## src/rtl/dnn_argmax_collector.sv

```systemverilog
// ============================================================================
// dnn_argmax_collector: sequential signed argmax over one score vector per
// result, with valid/ready output and per-set result counting.
// Revision: 1.0
// ============================================================================
`default_nettype none

module dnn_argmax_collector #(
    parameter int BitSize    = 32,
    parameter int NumClasses = 2,
    parameter int NumResults = 4,
    parameter int IdxW       = (NumClasses > 1) ? $clog2(NumClasses) : 1,
    parameter int CntW       = (NumResults > 1) ? $clog2(NumResults) : 1
) (
    input  logic                         clk,
    input  logic                         res_n,
    input  logic                         in_clear,
    input  logic                         in_valid,
    input  logic [NumClasses*BitSize-1:0] in_data,
    output logic                         in_ready,
    output logic                         out_valid,
    input  logic                         out_ready,
    output logic [IdxW-1:0]              out_class,
    output logic signed [BitSize-1:0]    out_score,
    output logic                         out_last,
    output logic [CntW-1:0]              out_count
);

    typedef enum logic [1:0] {
        IDLE = 2'd0,
        SCAN = 2'd1,
        HOLD = 2'd2
    } state_e;

    localparam logic [IdxW-1:0] c_idx_one  = IdxW'(1);
    localparam logic [IdxW-1:0] c_idx_last = IdxW'(NumClasses - 1);
    localparam logic [CntW-1:0] c_cnt_one  = CntW'(1);
    localparam logic [CntW-1:0] c_cnt_last = CntW'(NumResults - 1);

    state_e                     state_q, state_d;
    logic signed [BitSize-1:0]  vec_q [NumClasses];
    logic signed [BitSize-1:0]  best_val_q, best_val_d;
    logic [IdxW-1:0]            best_idx_q, best_idx_d;
    logic [IdxW-1:0]            scan_idx_q, scan_idx_d;
    logic [CntW-1:0]            cnt_q, cnt_d;
    logic                       w_capture;
    logic signed [BitSize-1:0]  w_in_score [NumClasses];

    generate
        for (genvar k = 0; k < NumClasses; k++) begin : g_unpack
            assign w_in_score[k] = in_data[k*BitSize +: BitSize];
        end
    endgenerate

    always_ff @(posedge clk or posedge res_n) begin
        if (res_n) begin
            state_q    <= IDLE;
            best_val_q <= '0;
            best_idx_q <= '0;
            scan_idx_q <= '0;
            cnt_q      <= '0;
            for (int k = 0; k < NumClasses; k++) begin
                vec_q[k] <= '0;
            end
        end else begin
            state_q    <= state_d;
            best_val_q <= best_val_d;
            best_idx_q <= best_idx_d;
            scan_idx_q <= scan_idx_d;
            cnt_q      <= cnt_d;
            if (w_capture) begin
                for (int k = 0; k < NumClasses; k++) begin
                    vec_q[k] <= w_in_score[k];
                end
            end
        end
    end

    always_comb begin
        state_d    = state_q;
        best_val_d = best_val_q;
        best_idx_d = best_idx_q;
        scan_idx_d = scan_idx_q;
        cnt_d      = cnt_q;
        w_capture  = 1'b0;
        // Clear wins over any same-cycle capture or handoff.
        if (in_clear) begin
            state_d = IDLE;
            cnt_d   = '0;
        end else begin
            case (state_q)
                IDLE: begin
                    if (in_valid) begin
                        w_capture  = 1'b1;
                        best_val_d = w_in_score[0];
                        best_idx_d = '0;
                        scan_idx_d = c_idx_one;
                        state_d    = (NumClasses == 1) ? HOLD : SCAN;
                    end
                end
                SCAN: begin
                    // Strictly greater only, so ties keep the lower index.
                    if (vec_q[scan_idx_q] > best_val_q) begin
                        best_val_d = vec_q[scan_idx_q];
                        best_idx_d = scan_idx_q;
                    end
                    scan_idx_d = scan_idx_q + c_idx_one;
                    if (scan_idx_q == c_idx_last) begin
                        state_d = HOLD;
                    end
                end
                HOLD: begin
                    if (out_ready) begin
                        state_d = IDLE;
                        cnt_d   = (cnt_q == c_cnt_last) ? '0 : cnt_q + c_cnt_one;
                    end
                end
                default: state_d = IDLE;
            endcase
        end
    end

    assign in_ready  = (state_q == IDLE) && !res_n;
    assign out_valid = (state_q == HOLD);
    assign out_class = best_idx_q;
    assign out_score = best_val_q;
    assign out_count = cnt_q;
    assign out_last  = (cnt_q == c_cnt_last);

endmodule

`default_nettype wire

```

## config.mk

```make
export PLATFORM = sky130hd
export DESIGN_NAME = dnn_argmax_collector
export DESIGN_NICKNAME = d
export VERILOG_FILES = /design/src/rtl/dnn_argmax_collector.sv
export SDC_FILE = /design/constraint.sdc
export NUM_CORES = 1
export LEC_CHECK = 0
export CAP_MARGIN = 40
export CORE_MARGIN = 1
export CORE_UTILIZATION = 30
export DETAILED_ROUTE_END_ITERATION = 6
export DONT_BUFFER_PORTS = 1
export SYNTH_ARGS = -nofsm -noshare
export SYNTH_HDL_FRONTEND = slang
export SYNTH_SLANG_ARGS = --single-unit
```

## constraint.sdc

```tcl
create_clock -name clk -period 4 [get_ports clk]
set_clock_uncertainty 0.15 [all_clocks]
set_input_delay 1 -clock clk [delete_from_list [all_inputs] [get_ports clk]]
set_output_delay 1 -clock clk [all_outputs]
set_load 0.03 [all_outputs]
```

==> impl_metrics.csv <==
group,metric,value,unit
run_status,status,"finished, violations left",
route,drt_first_iter_violations,171,
critical_path,crit_fanout,22,
sta,worstMarginPinSlew,0.746,ns
sta,min_period,3.72,ns
route,wl,13600,um
synth,yosysMostFrequentCell,"dfrtp_1",
critical_path,crit_type,"reg2reg",
floorplanning,die_h,139,um
global_routing,antenna_found_initial,2,
cts,cts_hold_buffers,0,
pwr,seq_power_share,44.0,%
sta,rsz0062_at_grt,"false",
critical_path,setup.worst_path.end_class,"register",
synth,ys_seq_area_share,45.6,%
global_routing,grt_max_degree,57,
pwr,power.share.clock,20.9,%
synth,synth_edf_count,0,
critical_path,max_stage_delay,0.40,ns
route,route.detailed.drc,19,
sta,max_freq,268,MHz
critical_path,cp_slowest_cell,"mux2_2",
synth,synth_nets,580,
synth,synth_area_leaders,"dfrtp_1 46%, mux2_2 19%, ha_1 7.4%",
pwr,combPwrFrac,35.1,%
cts,clock_sinks,102,
cts,cts_made_buffers,9,
route,vias,3746,
floorplanning,die_area,0.0192,mm^2
synth,yosysTopAreaCell,"dfrtp_1",
sta,drv_slew,0,
floorplanning,die_width,139,um
sta,whs,0.353,ns
synth,async_reset_ff_share,100,%
synth,ys_ff_latch,102,
synth,yosysWarnings,0,
critical_path,cp.arrival,3.79,ns
route,antenna_left,0,
run_status,violations,"DRC",
sta,setup_tns,0,ns
pwr,powerDensity,700,mW/mm^2
synth,syn_area_per_cell,11.7,um^2
synth,synthCells,478,
floorplanning,io_pins,107,
critical_path,cp_cell_sequence,"buf_4 -> mux2_2 -> ha_1 -> a21oi_1 -> nand3_1 -> a221oi_1 -> o211ai_1 -> or2_1 -> a21oi_4 -> buf_12 -> o32ai_1",
route,viasPerCell,5.31,
pwr,sw_frac_of_total,40.6,%
critical_path,startpoint_type,"register",
synth,syn_area,0.00560,mm^2
layout,final_nets,572,
floorplanning,rows,49,
global_routing,grt_pass1_vias,3947,
layout,drive_gt1_share,30.1,%
critical_path,crit_family,"compound AO/OA/AOI/OAI gates",
place,place_congestion,0.788,
layout,syn2layout_area_growth,11.1,%
place,numPortBuffers,0,
critical_path,critical_path_buf_inv_count,2,
cts,cts-root-buf,"clkbuf_16",
synth,synth_common_cells,"102 x dfrtp_1, 95 x mux2_2, 34 x inv_1",
synth,synth-main-ff-cell,"dfrtp_1",
pwr,power.switching,1.77,mW
cts,h-tree-depth,3,
route,wl_per_cell,19.3,um
floorplanning,core,0.0181,mm^2
cts,cts_tree,"built",
critical_path,required,4.06,ns
min_path,min_path_type,"reg2reg",
sta,hold_viol,0,
run,maxCapViolCount,0,
pwr,p_int,2.59,mW
sta,post-route-period-util,93.1,%
global_routing,grt_overflow,0,
pwr,p_leak,2.57,nW
cts,clk_path_buf_depth,2,
global_routing,grt_pass1_wl,21900,um
place,place_hpwl,9830,um
global_routing,grt_use_total,14.8,%
cts,clk_latency,0.35,ns
synth,synth_cell_types,40,
cts,cts.clk_slew.worst_paths,0.07,ns
synth,synth_top_cell_area_share,45.6,%
sta,setup_viol,0,
sta,slew_headroom,50.2,%
route,drt_pass1_iterations,7,
floorplanning,start_util,30.9,%
pwr,ir_drop,0.268,mV
==> metal layers <==
metal  vias to the layer above  wire [um]  GRT usage [%]
met5                         -         13              0
met4                         2        246           5.44
met3                        18       1360           6.80
met2                        94       6600           24.5
met1                      1879       5370           16.7
li1                       1753          -              -
==> cell usage in the layout, fill, tap and decap left out, types with 2 or more instances in the layout <==
master / synthesis / final
nor2b_1: 3 / 3
inv_1: 34 / 33
a21boi_0: 3 / 3
o211ai_1: 33 / 33
nand4_1: 6 / 6
nand3_1: 8 / 8
nand2_1: 12 / 12
dfrtp_1: 102 / 102
clkbuf_16: 0 / 9
o21ai_0: 5 / 4
buf_12: 0 / 4
ha_1: 33 / 33
and4_1: 2 / 2
nor2_1: 5 / 4
buf_4: 0 / 9
a221o_1: 2 / 2
nand2b_1: 33 / 32
mux2_2: 95 / 95
o32ai_1: 27 / 27
clkbuf_8: 0 / 2
clkinv_2: 0 / 2
a21oi_1: 17 / 16
o32ai_2: 5 / 5
nor3_1: 4 / 4
==> through the flow <==
stage | cell area [um^2] | power, mW | util (%) | setup slack, ns | instances
finish | 6220 | 4.36 | 34.3 | 0.275 | 705
global route | 6220 | 4.67 | 34.3 | 0.0204 | 704
CTS | 6210 | 4.40 | 34.2 | 0.139 | 703
detailed placement | 5900 | 3.47 | 32.5 | 0.139 | 687
global placement | 5900 | 3.41 | 32.5 | 0.275 | 687
floorplan | 5600 | 3.03 | - | 0.175 | 478
==> timing repair <==
item	CTS	global route
resized for setup	0	1
endpoints found under the setup margin	0	18
buffers inserted	0	1
==> registers in the layout, summed over array words and instances, names as in the netlist <==
signal and cells:
state_q 2, out_class 1, scan_idx_q 1, out_count 2, vec_q 64, out_score 32
==> cell families after synthesis <==
kind of cell | count (synthesis) | synth area share, %
AO/OA/AOI/OAI | 98 | 14.1
multiplexers | 96 | 19.3
buffers and inverters | 66 | 4.89
AND/OR/NAND/NOR | 83 | 8.72
adder cells (fa/ha/maj) | 33 | 7.37
flip-flops | 102 | 45.6
==> power by group through the flow <==
| stage | Sequential (mW) | Combinational [mW] | Clock [mW] |
|---|---|---|---|
| after floorplan | 1.83 | 1.21 | 0 |
| after global placement | 1.94 | 1.47 | 0 |
| after detailed placement | 1.95 | 1.52 | 0 |
| after CTS | 1.93 | 1.53 | 0.939 |
| after global routing | 1.97 | 1.73 | 0.975 |
| final | 1.92 | 1.53 | 0.908 |
==> area by class of cell <==
cell class              count  area [um^2]
fillers                  1808        11900
clock inverters             5         56.3
diodes                      1         2.50
inverters                  34          130
flip-flops and latches    102         2550
repair buffers             13          148
well taps                 229          287
multi-input cells         310         2790
clock buffers              11          253
==> worst paths after layout <==
kind,slack [ns],endpoint,depth (start not counted),startpoint
max in group asynchronous,2.53,vec_q[33]$_DFFE_PP0P_,2,res_n
worst min register to register,0.35,vec_q[51]$_DFFE_PP0P_,1,vec_q[51]$_DFFE_PP0P_
worst max-delay path,0.28,out_score[29]$_DFFE_PP0P_,11,scan_idx_q$_DFFE_PP0P_
min in group asynchronous,0.43,out_count[0]$_DFFE_PP0P_,1,res_n
worst min-delay path,0.35,vec_q[51]$_DFFE_PP0P_,1,vec_q[51]$_DFFE_PP0P_
worst max register to register,0.28,out_score[29]$_DFFE_PP0P_,11,scan_idx_q$_DFFE_PP0P_
No activity file was read; power rests on OpenSTA's default activity.
